==> src/rtl/alu_seq_pkg.sv <==
// Shared definitions for the ALU sequencer: state encoding, CR16 op/ext codes,
// PSR bit positions and the instruction classification used by decode.
package alu_seq_pkg;

    typedef enum logic [1:0] {
        ST_IDLE      = 2'd0,
        ST_DECODE    = 2'd1,
        ST_EXECUTE   = 2'd2,
        ST_WRITEBACK = 2'd3
    } state_t;

    // Major opcodes (instr[15:12]); immediate forms reuse the register ext codes
    localparam logic [3:0] OP_REG   = 4'h0;
    localparam logic [3:0] OP_ANDI  = 4'h1;
    localparam logic [3:0] OP_ORI   = 4'h2;
    localparam logic [3:0] OP_XORI  = 4'h3;
    localparam logic [3:0] OP_ADDI  = 4'h5;
    localparam logic [3:0] OP_SHIFT = 4'h8;
    localparam logic [3:0] OP_SUBI  = 4'h9;
    localparam logic [3:0] OP_CMPI  = 4'hB;
    localparam logic [3:0] OP_MOVI  = 4'hD;
    localparam logic [3:0] OP_IMMF  = 4'hF;

    localparam logic [3:0] EXT_AND    = 4'h1;
    localparam logic [3:0] EXT_OR     = 4'h2;
    localparam logic [3:0] EXT_XOR    = 4'h3;
    localparam logic [3:0] EXT_ADD    = 4'h5;
    localparam logic [3:0] EXT_ADDU   = 4'h6;
    localparam logic [3:0] EXT_SUB    = 4'h9;
    localparam logic [3:0] EXT_CMP    = 4'hB;
    localparam logic [3:0] EXT_MOV    = 4'hD;
    localparam logic [3:0] EXT_LSH    = 4'h4;
    localparam logic [3:0] EXT_LSHI_L = 4'h0;
    localparam logic [3:0] EXT_LSHI_R = 4'h1;

    localparam int PSR_C = 4;
    localparam int PSR_L = 3;
    localparam int PSR_F = 2;
    localparam int PSR_Z = 1;
    localparam int PSR_N = 0;

    typedef enum logic [1:0] {
        B_REG   = 2'd0,
        B_SHAMT = 2'd1,
        B_IMM8  = 2'd2
    } bsel_t;

    typedef struct packed {
        logic  legal;
        logic  writes_rd;
        logic  sets_psr;
        bsel_t bsel;
    } op_class_t;

    function automatic op_class_t classify(input logic [3:0] op, input logic [3:0] ext);
        op_class_t c;
        c = '0;
        case (op)
            OP_REG: begin
                if (ext inside {EXT_AND, EXT_OR, EXT_XOR, EXT_ADD, EXT_ADDU,
                                EXT_SUB, EXT_CMP, EXT_MOV}) begin
                    c.legal     = 1'b1;
                    c.writes_rd = (ext != EXT_CMP);
                    c.sets_psr  = ext inside {EXT_AND, EXT_ADD, EXT_SUB, EXT_CMP};
                    c.bsel      = B_REG;
                end
            end
            OP_SHIFT: begin
                if (ext == EXT_LSH) begin
                    c.legal     = 1'b1;
                    c.writes_rd = 1'b1;
                    c.bsel      = B_REG;
                end else if (ext inside {EXT_LSHI_L, EXT_LSHI_R}) begin
                    c.legal     = 1'b1;
                    c.writes_rd = 1'b1;
                    c.bsel      = B_SHAMT;
                end
            end
            OP_ANDI, OP_ORI, OP_XORI, OP_ADDI, OP_SUBI, OP_CMPI, OP_MOVI, OP_IMMF: begin
                c.legal     = 1'b1;
                c.writes_rd = (op != OP_CMPI);
                c.sets_psr  = op inside {OP_ANDI, OP_ADDI, OP_SUBI, OP_CMPI};
                c.bsel      = B_IMM8;
            end
            default: c = '0;
        endcase
        return c;
    endfunction

endpackage

==> src/rtl/alu_sequencer_regfile.sv <==
// General register file: NREGS x 16, two combinational read ports, one
// synchronous write port and a combinational debug read port.
module regfile #(
    parameter int          NREGS     = 16,
    parameter logic [15:0] RESET_VAL = 16'h0000
) (
    input  logic        i_clk,
    input  logic        i_reset,
    input  logic [3:0]  i_raddr_a,
    input  logic [3:0]  i_raddr_b,
    output logic [15:0] o_rdata_a,
    output logic [15:0] o_rdata_b,
    input  logic        i_we,
    input  logic [3:0]  i_waddr,
    input  logic [15:0] i_wdata,
    input  logic [3:0]  i_dbg_addr,
    output logic [15:0] o_dbg_data
);

    logic [15:0] r_mem [NREGS];

    always_ff @(posedge i_clk) begin
        if (i_reset) begin
            for (int i = 0; i < NREGS; i++) begin
                r_mem[i] <= RESET_VAL;
            end
        end else if (i_we) begin
            r_mem[i_waddr] <= i_wdata;
        end
    end

    // Reads see the pre-write value during a write cycle
    assign o_rdata_a  = r_mem[i_raddr_a];
    assign o_rdata_b  = r_mem[i_raddr_b];
    assign o_dbg_data = r_mem[i_dbg_addr];

endmodule

==> src/rtl/alu_sequencer.sv <==
// Four-state controller that runs one CR16-style instruction at a time on an
// external combinational ALU, owning the register file and the PSR.
module alu_sequencer
    import alu_seq_pkg::*;
#(
    parameter int          NREGS     = 16,
    parameter logic [15:0] RESET_VAL = 16'h0000
) (
    input  logic        clk,
    input  logic        reset,
    input  logic        instr_valid,
    input  logic [15:0] instr,
    output logic        instr_ready,
    output logic        done,
    output logic        illegal_op,
    output logic [15:0] alu_a,
    output logic [15:0] alu_b,
    output logic [7:0]  alu_opcode,
    input  logic [15:0] alu_c,
    input  logic [4:0]  alu_flags,
    output logic [4:0]  psr,
    input  logic [3:0]  dbg_addr,
    output logic [15:0] dbg_data
);

    state_t      r_state;
    state_t      w_state_nxt;
    logic [15:0] r_instr;
    logic [15:0] r_result;
    logic [4:0]  r_flags;
    logic [4:0]  r_psr;
    logic [15:0] r_alu_a;
    logic [15:0] r_alu_b;
    logic [7:0]  r_alu_op;

    logic [3:0]  w_op;
    logic [3:0]  w_rdest;
    logic [3:0]  w_ext;
    logic [3:0]  w_rsrc;
    logic [7:0]  w_imm;
    op_class_t   w_cls;
    logic [15:0] w_rd_a;
    logic [15:0] w_rd_b;
    logic [15:0] w_b_sel;
    logic        w_we;
    logic        w_ready;
    logic        w_done;
    logic        w_illegal;

    assign w_op    = r_instr[15:12];
    assign w_rdest = r_instr[11:8];
    assign w_ext   = r_instr[7:4];
    assign w_rsrc  = r_instr[3:0];
    assign w_imm   = r_instr[7:0];
    assign w_cls   = classify(w_op, w_ext);

    regfile #(
        .NREGS     (NREGS),
        .RESET_VAL (RESET_VAL)
    ) u_regfile (
        .i_clk      (clk),
        .i_reset    (reset),
        .i_raddr_a  (w_rdest),
        .i_raddr_b  (w_rsrc),
        .o_rdata_a  (w_rd_a),
        .o_rdata_b  (w_rd_b),
        .i_we       (w_we),
        .i_waddr    (w_rdest),
        .i_wdata    (r_result),
        .i_dbg_addr (dbg_addr),
        .o_dbg_data (dbg_data)
    );

    // Immediates go out zero-padded; the ALU owns any sign extension
    always_comb begin
        case (w_cls.bsel)
            B_SHAMT: w_b_sel = {12'h000, w_rsrc};
            B_IMM8:  w_b_sel = {8'h00, w_imm};
            default: w_b_sel = w_rd_b;
        endcase
    end

    always_comb begin
        w_state_nxt = r_state;
        w_ready     = 1'b0;
        w_done      = 1'b0;
        w_illegal   = 1'b0;
        w_we        = 1'b0;
        case (r_state)
            ST_IDLE: begin
                w_ready = 1'b1;
                if (instr_valid) begin
                    w_state_nxt = ST_DECODE;
                end
            end
            ST_DECODE: begin
                if (w_cls.legal) begin
                    w_state_nxt = ST_EXECUTE;
                end else begin
                    w_illegal   = 1'b1;
                    w_state_nxt = ST_IDLE;
                end
            end
            ST_EXECUTE: begin
                w_state_nxt = ST_WRITEBACK;
            end
            ST_WRITEBACK: begin
                w_done      = 1'b1;
                w_we        = w_cls.writes_rd;
                w_state_nxt = ST_IDLE;
            end
            default: w_state_nxt = ST_IDLE;
        endcase
    end

    always_ff @(posedge clk) begin
        if (reset) begin
            r_state  <= ST_IDLE;
            r_psr    <= '0;
            r_alu_a  <= '0;
            r_alu_b  <= '0;
            r_alu_op <= '0;
        end else begin
            r_state <= w_state_nxt;
            if (r_state == ST_DECODE && w_cls.legal) begin
                r_alu_a  <= w_rd_a;
                r_alu_b  <= w_b_sel;
                r_alu_op <= {w_op, w_ext};
            end
            if (r_state == ST_WRITEBACK && w_cls.sets_psr) begin
                r_psr <= r_flags;
            end
        end
    end

    // Instruction and result latches carry data only; the state gates their use
    always_ff @(posedge clk) begin
        if (r_state == ST_IDLE && instr_valid) begin
            r_instr <= instr;
        end
        if (r_state == ST_EXECUTE) begin
            r_result <= alu_c;
            r_flags  <= alu_flags;
        end
    end

    assign instr_ready = w_ready;
    assign done        = w_done;
    assign illegal_op  = w_illegal;
    assign alu_a       = r_alu_a;
    assign alu_b       = r_alu_b;
    assign alu_opcode  = r_alu_op;
    assign psr         = r_psr;

endmodule

==> config.mk <==
export PLATFORM = sky130hd
export DESIGN_NAME = alu_sequencer
export DESIGN_NICKNAME = d
export VERILOG_FILES = /design/src/rtl/alu_seq_pkg.sv /design/src/rtl/alu_sequencer_regfile.sv /design/src/rtl/alu_sequencer.sv
export SDC_FILE = /design/constraint.sdc
export NUM_CORES = 1
export LEC_CHECK = 0
export BUFFER_PORTS_ARGS = -buffer_cell sky130_fd_sc_hd__buf_2
export CAP_MARGIN = 20
export CORE_ASPECT_RATIO = 1.25
export CORE_MARGIN = 2
export CORE_UTILIZATION = 50
export DETAILED_ROUTE_END_ITERATION = 16
export MAX_ROUTING_LAYER = met4
export PLACE_DENSITY = 0.75
export SYNTH_ARGS = -nofsm -noshare
export SYNTH_HDL_FRONTEND = slang
export SYNTH_SLANG_ARGS = --single-unit
==> constraint.sdc <==
create_clock -name clk -period 3.12 [get_ports clk]
set_input_delay 0.312 -clock clk [delete_from_list [all_inputs] [get_ports clk]]
set_output_delay 0.312 -clock clk [all_outputs]
set_load 0.02 [all_outputs]
## After elaboration in Yosys (flattened, before gate mapping)

Memory sizes are Yosys's and may differ from the RTL's. A register that Yosys moved wholly into a read port is not among the register bits.
Cells that the tools add are included.

| cells by class | value |
|---|---|
| add/sub/neg operators | 0 |
| $mul | 0 |
| div/mod/pow operators | 0 |
| $lt $le $gt $ge | 0 |
| eq/ne operators | 26 |
| shift-type cells | 0 |
| multiplexer cells | 26 |
| bitwise logic cells | 0 |
| reduce and logical (&&, ||, !) cells | 12 |

Operator list:

| operator | count |
|---|---|
| equality test 4 bit (second input constant) | 8 |
| one-hot mux 16 bit (2 select lines) | 1 |
| equality test 4 x 2 -> 1 bit (second input constant) | 4 |
| equality test 4 x 3 -> 1 bit (second input constant) | 4 |
| two-way mux 16 bit | 1 |
| OR reduction 16 bit | 1 |
| two-way mux 1 bit | 13 |
| one-hot mux 2 bit (3 select lines) | 2 |
| equality test 4 x 1 -> 1 bit (second input constant) | 2 |
| logical NOT 4 bit | 2 |
| two-way mux 2 bit | 4 |
| two-way mux 4 bit | 2 |
| inequality test 4 bit (second input constant) | 2 |
| one-hot mux 2 bit (4 select lines) | 1 |
| nonzero test 4 bit | 2 |
| nonzero test 8 bit | 1 |
| OR reduction 8 bit | 1 |
| equality test 2 bit (second input constant) | 3 |
| two-way mux 5 bit | 1 |
| equality test 2 x 1 -> 1 bit (second input constant) | 2 |
| logical AND 1 bit | 3 |
| logical NOT 2 bit | 1 |
| inequality test 2 bit (second input constant) | 1 |
| one-hot mux 1 bit (2 select lines) | 1 |
| nonzero test 2 bit | 1 |

| word-level totals | value |
|---|---|
| flip-flop bits (word level) | 68 |
| bits in latches | 0 |
| bits in writable memories | 256 |
| ROM bits | 0 |
| output and inout bits | 64 |
| logic and storage cells | 72 |
| memories | 1 |

Memories:

| memory | depth | width | rd ports | clocked after Yosys merged registers in | write ports | RTL line | RTL |
|---|---|---|---|---|---|---|---|
| u_regfile.r_mem | 16 | 16 | 3 | 2 | 16 | alu_sequencer_regfile.sv:20 | `logic [15:0] r_mem [NREGS];` |

## Logic depth before layout (Yosys ltp)

| logic depth | value |
|---|---|
| word-level depth | 11 |
| depth in mapped cells | 9 |

## Hierarchy

From an unflattened synthesis, not the netlist that was laid out.

| second synthesis, totals | value |
|---|---|
| cells, all modules | 1314 |
| area total of the unflattened synthesis | 18941.9 um^2 |

Modules (own cells, without submodules):

| module | times used | cells each | area each (um^2) |
|---|---|---|---|
| regfile | 1 | 996 | 15265.9 |
| alu_sequencer | 1 | 318 | 3676.0 |

## Worst setup path before layout

OpenSTA, ideal clock, no wires.

| timing | value |
|---|---|
| kind | register to register |
| from | register r_instr[12] |
| to | memory u_regfile.r_mem[10][0], enable pin |
| setup time | 0.367 ns |
| arrival | 2.468 ns |
| setup slack | 0.285 ns |
| stages on the path, launching flop included | 9 |
| period minus slack after synthesis | 2.835 ns |
| path through | edfxtp_1 > or3_4 > or4b_4 > o211ai_2 > buf_6 > and3_1 > buf_6 > buf_6 > a21o_1 |

RTL lines:

| element | RTL line | RTL |
|---|---|---|
| start, declared | alu_sequencer.sv:28 | `logic [15:0] r_instr;` |
| start signal, assigned | alu_sequencer.sv:139 | `r_instr <= instr;` |
| end, declared | alu_sequencer_regfile.sv:20 |  |

==> results.sh <==
export IMPL_fin_nets=1523
export IMPL_wire_per_inst_um=30.0
export IMPL_layout_drive_gt1_share_pct=32.3
export IMPL_die_height_um=220
export IMPL_worst_setup_path_end_kind="register"
export IMPL_ioPinCount=108
export IMPL_cts_max_level=2
export IMPL_slowest_delay_ps=570
export IMPL_setup_viol=0
export IMPL_cts_tree="built"
export IMPL_grt_max_degree=68
export IMPL_criticalPathCategory="reg2reg"
export IMPL_slowest_stage="or4b_4"
export IMPL_ant_nets=0
export IMPL_drv_cap=0
export IMPL_rsz0062_at_grt="no"
export IMPL_yosys_area_top_type="edfxtp_1"
export IMPL_cellPowerDensity_nw_per_um2=544
export IMPL_synthToLayoutAreaGrowth_pct=15.2
export IMPL_async_reset_ff_share_pct=0
export IMPL_drt_initial_drc_count=2054
export IMPL_grt_pass1_vias=13800
export IMPL_tns_ps=0
export IMPL_first_pass_iters=6
export IMPL_gp_congestion=0.977
export IMPL_worstPathRequired_ps=3340
export IMPL_cp_top_family="simple AND/OR/NAND/NOR gates"
export IMPL_combPwrFrac_pct=14.6
export IMPL_nFillCells=2785
export IMPL_cts_sinks=344
export IMPL_row_count=79
export IMPL_die_area_um2=39000
export IMPL_vias_per_cell=7.05
export IMPL_num_antenna_cells=0
export IMPL_ys_flop_type="edfxtp_1"
export IMPL_vias=14000
export IMPL_timing_critical_path_buf_inv=1
export IMPL_status="completed"
export IMPL_slew_headroom_pct=33.2
export IMPL_track_usage_pct=31.7
export IMPL_p_seq_share_pct=45.8
export IMPL_synth_top_cells_by_count="293 x edfxtp_1, 193 x mux4_2, 127 x nand2_1"
export IMPL_cts_root_buf="clkbuf_16"
export IMPL_swShare_pct=26.0
export IMPL_dp_hpwl_um=39700
export IMPL_syn_inst=1354
export IMPL_numCtsBuffers=36
export IMPL_post_route_min_period_ps=2990
export IMPL_fmax_ghz=0.334
export IMPL_syn_nets=1400
export IMPL_p_int_mw=8.67
export IMPL_leakage_nw=7.97
export IMPL_arrival_ps=3210
export IMPL_drt_wl_total_um=59600
export IMPL_synthDistinctLibCells=58
export IMPL_worstMarginPinSlew_ps=1000
export IMPL_synth_warnings=0
export IMPL_holdCritStartpoint="instr_valid"
export IMPL_synth_edff_count=293
export IMPL_syn_area_per_cell_um2=13.8
export IMPL_insertion_delay_ps=540
export IMPL_core_area_um2=37100
export IMPL_slew_violations=0
export IMPL_stdcell_area_um2=21500
export IMPL_fin_crit_sh_pct=95.8
export IMPL_synth_top_area_share_pct=47.0
export IMPL_dpl_cell_area_um2=19900
export IMPL_synth_area_top_cells="edfxtp_1 47%, mux4_2 23%, dfxtp_1 5.5%, and3_1 3.0%, nand2_1 2.5%"
export IMPL_synth_seq_area_share_pct=52.5
export IMPL_clk_pin_slew_ps=60
export IMPL_synth_ff_latch_count=344
export IMPL_grt_pass1_wl_um=87600
export IMPL_crit_fanout=11
export IMPL_die_x_um=177
export IMPL_yosysMostFrequentCell="edfxtp_1"
export IMPL_critPathLaunchType="register"
export IMPL_clockBufferDepth=3
export IMPL_hold_path_class="in2reg"
export IMPL_start_util_pct=50.5
export IMPL_grt_overflow_total=0
export IMPL_peakVddDrop_mv=0.310
export IMPL_path_cells="or3_4 -> or4b_4 -> o211ai_2 -> and3_1 -> a21o_1 -> buf_4"
export IMPL_post_cts_setup_buffer_count=0
export IMPL_power_switching_mw=3.05
export IMPL_power_frac_clock_pct=39.6
export IMPL_antenna_found_initial=0
export IMPL_r2r_start="r_instr[13]"
export IMPL_post_route_drc_count=0
export IMPL_fin_skew_ps=13.4
export IMPL_setup_worst_path_start="r_instr[13]"
export IMPL_hold_viol=0
export IMPL_synthesis_area_um2=18700
export IMPL_port_buffer_count=107
## cells in the final DEF (no fill, tap or decap), drive strengths merged, types with 3 or more instances in the layout
master / netlist / layout
a41o: 4 / 4
a22o: 5 / 5
nand3: 16 / 16
mux2i: 29 / 29
buf: 54 / 182
inv: 6 / 8
and4: 3 / 3
nor3: 69 / 69
and2: 4 / 4
mux2: 14 / 14
nand2: 128 / 128
clkbuf: 80 / 47
a221oi: 4 / 4
mux4: 193 / 193
clkinv: 1 / 10
a22oi: 41 / 41
nor2: 122 / 122
and3: 102 / 102
nand2b: 15 / 15
a21oi: 39 / 39
dfxtp: 51 / 51
nand4: 4 / 4
o22ai: 10 / 10
a32oi: 4 / 4
edfxtp: 293 / 293
bufinv: 0 / 5
o21ai: 7 / 7
a211oi: 4 / 4
or2: 4 / 4
dlygate4sd3: 0 / 37
nor2b: 13 / 13
a21o: 12 / 12
## stage by stage
stage	power, mW	hold WS (ps)	instances	setup slack (ps)	util (%)
global route	12.0	71.5	1989	44.6	58.1
finish	11.7	50.8	1989	130	58.1
CTS	11.7	37.4	1989	138	58.1
global placement	7.04	439	1888	252	53.7
floorplan	6.46	411	1354	285	-
detailed placement	7.07	443	1888	155	53.7
## repair_timing
action / CTS / global route
endpoints found under the setup margin: 0 / 7
endpoints found under the hold margin: 37 / 0
gates resized for setup: 0 / 1
hold buffers: 37 / 0
## cell families after synthesis
family                   after synthesis  synth area share, %
flip-flops                           344                 52.5
AND/OR/NAND/NOR                      488                 12.6
buffers and inverters                141                 3.67
adder cells (fa/ha/maj)                2                0.134
AO/OA/AOI/OAI                        143                 5.41
multiplexers                         236                 25.6
## metal layers
layer | vias to the layer above | wire [µm] | track usage, %
li1 | 5611 | - | -
met1 | 6864 | 19500 | 39.3
met2 | 1292 | 28300 | 48.8
met3 | 257 | 8510 | 8.08
met4 | 0 | 3370 | 16.0
met5 | - | 0 | -
## cell type report
class,count,area (µm²),share of cell area [%]
Sequential cell,344,9830,45.6
Tap cell,486,608,2.82
Timing Repair Buffer,219,1600,7.41
Inverter,7,26.3,0.122
Clock inverter,17,228,1.06
Clock buffer,47,1040,4.81
Multi-Input combinational cell,869,8230,38.2
## tightest hold or removal path, cell delays in order
cell and delay [ps]:
buf_2 100, nor2_1 80, nor3_1 50
## registers in the layout, indices dropped and copies added (netlist names), named ones only
name,cells
r_state,1
r_flags,5
r_instr,16
alu_b,16
r_result,16
psr,5
u_regfile.r_mem,256
alu_a,16
alu_opcode,8
## worst paths after layout
kind | end | slack, ps | cells past startpoint
worst max register to register | u_regfile.r_mem[5][14] | 130 | 6
worst max-delay path | u_regfile.r_mem[5][14] | 130 | 6
worst min-delay path | r_state[0] | 50 | 3
worst min register to register | alu_opcode[2] | 450 | 2
## power groups by stage
stage	registers [mW]	clock network, mW	logic (mW)
final	5.37	4.64	1.71
after global routing	5.38	4.82	1.78
after CTS	5.36	4.66	1.67
after detailed placement	5.45	0	1.62
after global placement	5.44	0	1.60
after floorplan	5.36	0	1.10
No activity file was read; power rests on OpenSTA's default activity.
